## src/rtl/rv_ctrl_pkg.sv

```systemverilog
// Shared definitions for the multicycle RV32 control FSM: states, opcodes
// and the datapath mux / ALU-op encodings.
package rv_ctrl_pkg;

  localparam int unsigned OP_W    = 7;
  localparam int unsigned SEL_W   = 2;
  localparam int unsigned STATE_W = 4;

  typedef enum logic [STATE_W-1:0] {
    S_RESET,
    S_FETCH,
    S_DECODE,
    S_MEMADR,
    S_MEMREAD,
    S_MEMWB,
    S_MEMWRITE,
    S_EXECR,
    S_EXECI,
    S_ALUWB,
    S_BEQ,
    S_JAL,
    S_TRAP
  } state_e;

  localparam logic [OP_W-1:0] OP_R   = 7'b0110011;
  localparam logic [OP_W-1:0] OP_I   = 7'b0010011;
  localparam logic [OP_W-1:0] OP_LW  = 7'b0000011;
  localparam logic [OP_W-1:0] OP_SW  = 7'b0100011;
  localparam logic [OP_W-1:0] OP_BEQ = 7'b1100011;
  localparam logic [OP_W-1:0] OP_JAL = 7'b1101111;

  localparam logic [SEL_W-1:0] RES_ALUOUT = 2'b00;
  localparam logic [SEL_W-1:0] RES_MEM    = 2'b01;
  localparam logic [SEL_W-1:0] RES_ALU    = 2'b10;

  localparam logic [SEL_W-1:0] SRCA_PC    = 2'b00;
  localparam logic [SEL_W-1:0] SRCA_OLDPC = 2'b01;
  localparam logic [SEL_W-1:0] SRCA_RS1   = 2'b10;

  localparam logic [SEL_W-1:0] SRCB_RS2   = 2'b00;
  localparam logic [SEL_W-1:0] SRCB_IMM   = 2'b01;
  localparam logic [SEL_W-1:0] SRCB_FOUR  = 2'b10;

  localparam logic [SEL_W-1:0] IMM_I = 2'b00;
  localparam logic [SEL_W-1:0] IMM_S = 2'b01;
  localparam logic [SEL_W-1:0] IMM_B = 2'b10;
  localparam logic [SEL_W-1:0] IMM_J = 2'b11;

  localparam logic [SEL_W-1:0] ALUOP_ADD   = 2'b00;
  localparam logic [SEL_W-1:0] ALUOP_SUB   = 2'b01;
  localparam logic [SEL_W-1:0] ALUOP_FUNCT = 2'b10;

  // Immediate format implied by the opcode; R-type and unknown ops give I.
  function automatic logic [SEL_W-1:0] imm_src_of(input logic [OP_W-1:0] op);
    logic [SEL_W-1:0] imm;
    imm = IMM_I;
    case (op)
      OP_SW:   imm = IMM_S;
      OP_BEQ:  imm = IMM_B;
      OP_JAL:  imm = IMM_J;
      default: imm = IMM_I;
    endcase
    return imm;
  endfunction

endpackage

```

## src/rtl/multicycle_ctrl.sv

```systemverilog
// Multicycle RV32 control FSM: sequences fetch, decode, execute, memory and
// writeback over a shared memory port with a ready handshake.
module multicycle_ctrl
  import rv_ctrl_pkg::*;
(
  input  logic             clk,
  input  logic             rst_n,
  input  logic [OP_W-1:0]  op,
  input  logic             zero,
  input  logic             mem_ready,
  output logic             mem_req,
  output logic             mem_write,
  output logic             adr_src,
  output logic             ir_write,
  output logic             pc_write,
  output logic             reg_write,
  output logic [SEL_W-1:0] result_src,
  output logic [SEL_W-1:0] alu_src_a,
  output logic [SEL_W-1:0] alu_src_b,
  output logic [SEL_W-1:0] imm_src,
  output logic [SEL_W-1:0] alu_op,
  output logic             retire,
  output logic             illegal
);

  state_e state_q, state_d;

  // State register; reset parks the FSM in RESET and abandons any access.
  always_ff @(posedge clk or negedge rst_n) begin
    if (!rst_n) state_q <= S_RESET;
    else        state_q <= state_d;
  end

  // Next-state logic.
  always_comb begin
    state_d = state_q;
    case (state_q)
      S_RESET:    state_d = S_FETCH;
      S_FETCH:    if (mem_ready) state_d = S_DECODE;
      S_DECODE: begin
        case (op)
          OP_LW, OP_SW: state_d = S_MEMADR;
          OP_R:         state_d = S_EXECR;
          OP_I:         state_d = S_EXECI;
          OP_BEQ:       state_d = S_BEQ;
          OP_JAL:       state_d = S_JAL;
          default:      state_d = S_TRAP;
        endcase
      end
      S_MEMADR:   state_d = (op == OP_SW) ? S_MEMWRITE : S_MEMREAD;
      S_MEMREAD:  if (mem_ready) state_d = S_MEMWB;
      S_MEMWB:    state_d = S_FETCH;
      S_MEMWRITE: if (mem_ready) state_d = S_FETCH;
      S_EXECR:    state_d = S_ALUWB;
      S_EXECI:    state_d = S_ALUWB;
      S_ALUWB:    state_d = S_FETCH;
      S_BEQ:      state_d = S_FETCH;
      S_JAL:      state_d = S_ALUWB;
      S_TRAP:     state_d = S_TRAP;
      default:    state_d = S_TRAP;
    endcase
  end

  // Output decode: Moore on state, with fetch strobes gated by mem_ready and
  // the branch PC load taken straight from the ALU zero flag.
  always_comb begin
    mem_req    = 1'b0;
    mem_write  = 1'b0;
    adr_src    = 1'b0;
    ir_write   = 1'b0;
    pc_write   = 1'b0;
    reg_write  = 1'b0;
    result_src = RES_ALUOUT;
    alu_src_a  = SRCA_PC;
    alu_src_b  = SRCB_RS2;
    imm_src    = imm_src_of(op);
    alu_op     = ALUOP_ADD;
    retire     = 1'b0;
    illegal    = 1'b0;
    case (state_q)
      S_RESET: imm_src = IMM_I;
      S_FETCH: begin
        mem_req    = 1'b1;
        result_src = RES_ALU;
        alu_src_a  = SRCA_PC;
        alu_src_b  = SRCB_FOUR;
        ir_write   = mem_ready;
        pc_write   = mem_ready;
      end
      S_DECODE: begin
        alu_src_a = SRCA_OLDPC;
        alu_src_b = SRCB_IMM;
      end
      S_MEMADR: begin
        alu_src_a = SRCA_RS1;
        alu_src_b = SRCB_IMM;
      end
      S_MEMREAD: begin
        mem_req = 1'b1;
        adr_src = 1'b1;
      end
      S_MEMWB: begin
        result_src = RES_MEM;
        reg_write  = 1'b1;
        retire     = 1'b1;
      end
      S_MEMWRITE: begin
        mem_req   = 1'b1;
        mem_write = 1'b1;
        adr_src   = 1'b1;
        retire    = mem_ready;
      end
      S_EXECR: begin
        alu_src_a = SRCA_RS1;
        alu_src_b = SRCB_RS2;
        alu_op    = ALUOP_FUNCT;
      end
      S_EXECI: begin
        alu_src_a = SRCA_RS1;
        alu_src_b = SRCB_IMM;
        alu_op    = ALUOP_FUNCT;
      end
      S_ALUWB: begin
        result_src = RES_ALUOUT;
        reg_write  = 1'b1;
        retire     = 1'b1;
      end
      S_BEQ: begin
        alu_src_a  = SRCA_RS1;
        alu_src_b  = SRCB_RS2;
        alu_op     = ALUOP_SUB;
        result_src = RES_ALUOUT;
        pc_write   = zero;
        retire     = 1'b1;
      end
      S_JAL: begin
        alu_src_a  = SRCA_OLDPC;
        alu_src_b  = SRCB_FOUR;
        result_src = RES_ALUOUT;
        pc_write   = 1'b1;
      end
      S_TRAP: begin
        imm_src = IMM_I;
        illegal = 1'b1;
      end
      default: begin
        imm_src = IMM_I;
        illegal = 1'b1;
      end
    endcase
  end

endmodule

```

## config.mk

```make
export PLATFORM = sky130hd
export DESIGN_NAME = multicycle_ctrl
export DESIGN_NICKNAME = d
export VERILOG_FILES = /design/src/rtl/rv_ctrl_pkg.sv /design/src/rtl/multicycle_ctrl.sv
export SDC_FILE = /design/constraint.sdc
export NUM_CORES = 1
export LEC_CHECK = 0
export BUFFER_PORTS_ARGS = -buffer_cell sky130_fd_sc_hd__buf_2
export CORE_MARGIN = 2
export CORE_UTILIZATION = 42
export CTS_BUF_LIST = sky130_fd_sc_hd__clkbuf_4 sky130_fd_sc_hd__clkbuf_8
export DETAILED_ROUTE_END_ITERATION = 10
export PLACE_DENSITY = 0.78
export SYNTH_ARGS = -nofsm -noshare
export SYNTH_HDL_FRONTEND = slang
export SYNTH_SLANG_ARGS = --single-unit
export TNS_END_PERCENT = 10
```

## constraint.sdc

```tcl
create_clock -name clk -period 1.3 [get_ports clk]
set_input_delay 0.26 -clock clk [delete_from_list [all_inputs] [get_ports clk]]
set_output_delay 0.26 -clock clk [all_outputs]
set_load 0.05 [all_outputs]
```

==> impl_metrics.prom <==
# TYPE chip_impl_metric gauge
chip_impl_metric{name="tritoncts.num_buffers",unit=""} 3
chip_impl_metric{name="area.sequential",unit="µm²"} 104
chip_impl_metric{name="fp.dieH",unit="µm"} 41.0
chip_impl_metric{name="placement.io_buffers",unit=""} 28
chip_impl_metric{name="postLayoutSetupSlackWorst",unit="ps"} -602
chip_impl_metric{name="grt_pass1_vias",unit=""} 923
chip_impl_metric{name="syn_area_per_cell",unit="µm²"} 7.29
chip_impl_info{name="failing_checks",value="negative setup slack"} 1
chip_impl_metric{name="worst-slew-pin-transition",unit="ps"} 353
chip_impl_metric{name="first_pass_grt_wire_length",unit="mm"} 4.53
chip_impl_info{name="root_buffer",value="clkbuf_4"} 1
chip_impl_metric{name="clk_pin_slew",unit="ps"} 40
chip_impl_metric{name="initialDrtViolationCount",unit=""} 63
chip_impl_info{name="crit_family",value="compound AO/OA/AOI/OAI gates"} 1
chip_impl_metric{name="report.final.hold_viol_count",unit=""} 0
chip_impl_metric{name="cp.required",unit="ps"} 1040
chip_impl_metric{name="route.antenna.remaining_nets",unit=""} 0
chip_impl_info{name="top_register",value="state_q"} 1
chip_impl_metric{name="critical_path_arrival",unit="ps"} 1640
chip_impl_info{name="critPathKind",value="flop to primary output"} 1
chip_impl_metric{name="syn_nets",unit=""} 90
chip_impl_info{name="start_kind",value="flop"} 1
chip_impl_metric{name="area_delta_synth_final",unit="%"} 119
chip_impl_metric{name="floorplan.io_pins",unit=""} 29
chip_impl_metric{name="yosysUniqueCellTypes",unit=""} 39
chip_impl_info{name="cts_tree",value="done"} 1
chip_impl_metric{name="net_count_reported_at_finish",unit=""} 150
chip_impl_metric{name="htree_levels",unit=""} 1
chip_impl_metric{name="floorplan.core_area",unit="µm²"} 1280
chip_impl_metric{name="finalCritPeriodShare",unit="%"} 146
chip_impl_metric{name="detailedRoute.firstPassIterationCount",unit=""} 5
chip_impl_metric{name="timing.max_slew.rel_slack",unit="%"} 76.2
chip_impl_metric{name="finalSetupViolations",unit=""} 21
chip_impl_metric{name="vias",unit=""} 1045
chip_impl_metric{name="wl_per_cell",unit="µm"} 24.1
chip_impl_metric{name="max_clock_freq",unit="GHz"} 0.526
chip_impl_metric{name="layout-drive-gt1-share",unit="%"} 70.8
chip_impl_metric{name="synth_warnings",unit=""} 0
chip_impl_metric{name="maxCapViolations",unit=""} 0
chip_impl_metric{name="multi_input_comb_area",unit="µm²"} 573
chip_impl_info{name="synth.largest_area_cell",value="dfrtp_1"} 1
chip_impl_metric{name="die_outline_area",unit="µm²"} 1680
chip_impl_metric{name="syn_inst",unit=""} 79
chip_impl_metric{name="finClkSkew",unit="ps"} 4.08
chip_impl_metric{name="synth.ff_latch_count",unit=""} 4
chip_impl_metric{name="antenna_found_initial",unit=""} 0
chip_impl_metric{name="gp_congestion",unit=""} 0.836
chip_impl_metric{name="nFillCells",unit=""} 17
chip_impl_metric{name="largest_register_ff_count",unit=""} 4
chip_impl_metric{name="vdd_drop_max",unit="µV"} 1740
chip_impl_metric{name="slew_violations",unit=""} 0
chip_impl_metric{name="clock_tree.buffer_depth",unit=""} 2
chip_impl_metric{name="clk_latency",unit="ps"} 250
chip_impl_metric{name="worst-path-buf-inv",unit=""} 1
chip_impl_metric{name="total_wire_length",unit="mm"} 3.67
chip_impl_metric{name="grt-ovfl-total",unit=""} 0
chip_impl_info{name="rsz_0062_raised_after_global_routing",value="yes"} 1
chip_impl_metric{name="netlist_area",unit="µm²"} 576
chip_impl_metric{name="powerDensity",unit="nW/µm²"} 2800
chip_impl_info{name="crit_chain",value="nor2_2, a2111o_1, nor3_4, buf_6"} 1
chip_impl_metric{name="cts.sink_count",unit=""} 4
chip_impl_info{name="timing.hold.worst.class",value="primary input to async pin"} 1
chip_impl_info{name="largest_registers",value="state_q: 4 flops"} 1
chip_impl_metric{name="drc_violations_left",unit=""} 0
chip_impl_metric{name="floorplan.die.width",unit="µm"} 41.0
chip_impl_metric{name="seq_area_frac_synth",unit="%"} 17.4
chip_impl_metric{name="total_leakage_power",unit="nW"} 0.565
chip_impl_info{name="synth_area_leaders",value="dfrtp_1 17%, nor2_1 6.5%, a21oi_1 6.1%"} 1
chip_impl_metric{name="vias_per_cell",unit=""} 6.88
chip_impl_metric{name="finalCriticalPeriod",unit="ps"} 1900
chip_impl_metric{name="slowest_delay",unit="ps"} 500
chip_impl_metric{name="groute.usage.overall",unit="%"} 43.6
chip_impl_metric{name="grt_max_degree",unit=""} 13
chip_impl_metric{name="path_max_fanout",unit=""} 4
chip_impl_metric{name="finalSetupTns",unit="ps"} -8320
chip_impl_metric{name="place_worst_setup_slack",unit="ps"} -395
chip_impl_info{name="cp_slowest_cell",value="a2111o_1"} 1
chip_impl_metric{name="hpwl",unit="mm"} 1.76
chip_impl_info{name="critPathCaptureType",value="primary output"} 1
chip_impl_metric{name="num_antenna_cells",unit=""} 0
chip_impl_metric{name="placement_rows",unit=""} 13
chip_impl_info{name="outcome",value="finished with violations"} 1
chip_impl_metric{name="floorplan.initialDensity",unit="%"} 44.8
chip_impl_metric{name="synth_top_cell_area_share",unit="%"} 17.4
final timing paths:
check                                            start                endpoint  slack, ps  cells past startpoint
worst max-delay path            state_q[1]$_DFFE_PN0P_              imm_src[1]       -600                      4
worst min register to register  state_q[2]$_DFFE_PN0P_  state_q[2]$_DFFE_PN0P_        660                      2
worst max register to register  state_q[1]$_DFFE_PN0P_  state_q[1]$_DFFE_PN0P_       -300                      6
worst min-delay path                             rst_n  state_q[2]$_DFFE_PN0P_        420                      2
min in group clk                             mem_ready  state_q[1]$_DFFE_PN0P_        510                      3
max in group asynchronous                        rst_n  state_q[1]$_DFFE_PN0P_        730                      2
per-layer routing:
metal  vias to the layer above  wire [µm]  track usage (%)
met3                        42        408             10.3
li1                        406          -                -
met1                       473       1210             44.9
met5                         -          0                0
met4                         0        291             23.3
met2                       124       1760             79.7
cells in the final DEF, fill, tap and decap left out, types with 2 or more instances in the layout:
master    netlist  layout
dfrtp_2         0       3
xor2_1          3       3
buf_8           0       3
nor2_4          0       2
nor2_1         10       4
nand2_1         5       4
buf_2           3      10
nor2_2          0       4
buf_6           0      20
nand2b_2        0       2
o21ai_0         4       4
nor3_2          0       3
buf_4           0      27
a21oi_2         0       3
a21oi_1         7       3
clkbuf_4        1       3
or2_1           2       2
layout make-up:
class | instances | area share [%]
Multi-Input combinational cell | 67 | 45.4
Timing Repair Buffer | 61 | 42.3
Sequential cell | 4 | 8.23
Clock buffer | 3 | 1.79
Tap cell | 15 | 1.49
Inverter | 2 | 0.794
cells in the mapped netlist:
library cell / count
clkbuf_1: 1
nand2b_1: 4
o31ai_2: 1
a2bb2oi_1: 1
nor3_1: 4
a21oi_1: 7
o32a_1: 1
nor2_1: 10
or2_4: 1
nor2b_1: 1
o21ai_0: 4
inv_1: 2
nor3b_1: 1
a221oi_1: 1
and3_1: 1
or2_1: 2
buf_2: 3
buf_1: 1
clkbuf_4: 1
and2_1: 1
nand3b_1: 1
dfrtp_1: 4
o41ai_1: 1
a211oi_1: 1
o31a_1: 1
a211o_1: 2
nand4bb_1: 1
o32ai_1: 1
a2111o_1: 1
o21ai_1: 2
or2b_4: 1
mux2_1: 2
maj3_1: 1
xor2_1: 3
nand3_2: 1
nand2_1: 5
mux2i_1: 1
nand3_1: 1
o211ai_1: 1
logic make-up (layout without fill, tap and decap cells):
group	count (synthesis)	count (layout)	synth area share (%)
AOI/OAI and AO/OA	25	25	30.4
xor gates and xnor gates	3	3	4.57
adders and majority gates	1	1	1.74
buffers and inverters	8	66	6.52
DFF	4	4	17.4
muxes	3	3	5.65
and+or+nand+nor	35	35	33.7
worst reg2reg max path, delay by kind of cell (launching register included):
| kind | cells | cell delay, ps |
|---|---|---|
| buffers and inverters | 2 | 210 |
| DFF | 1 | 450 |
| muxes | 2 | 630 |
| and+or+nand+nor | 2 | 180 |
metrics by stage:
stage	power (mW)	std cells	util, %	hold slack, ps	cell area, µm²
2_1_floorplan	1.84	79	-	-35.6	661
3_3_place_gp	2.49	146	78.6	67.5	1010
3_5_place_dp	2.56	146	78.6	67.8	1010
4_1_cts	3.21	151	93.9	350	1210
5_1_grt	3.64	152	98.2	417	1260
6_report	3.53	152	98.2	424	1260
timing repair:
item,in CTS,in global routing
hold endpoints to repair,4,0
setup endpoints to repair,21,22
resized for setup,49,14
pin swaps,5,0
setup buffers,1,1
hold buffers,1,0
power breakdown:
| group | switching (mW) | leakage (nW) | total, mW | internal (mW) |
|---|---|---|---|---|
| sequential | 0.0958 | 0.0456 | 0.282 | 0.186 |
| clock | 0.0616 | 0.0138 | 0.166 | 0.104 |
| combinational | 1.81 | 0.506 | 3.08 | 1.28 |
(Power assumes the default switching activity.)
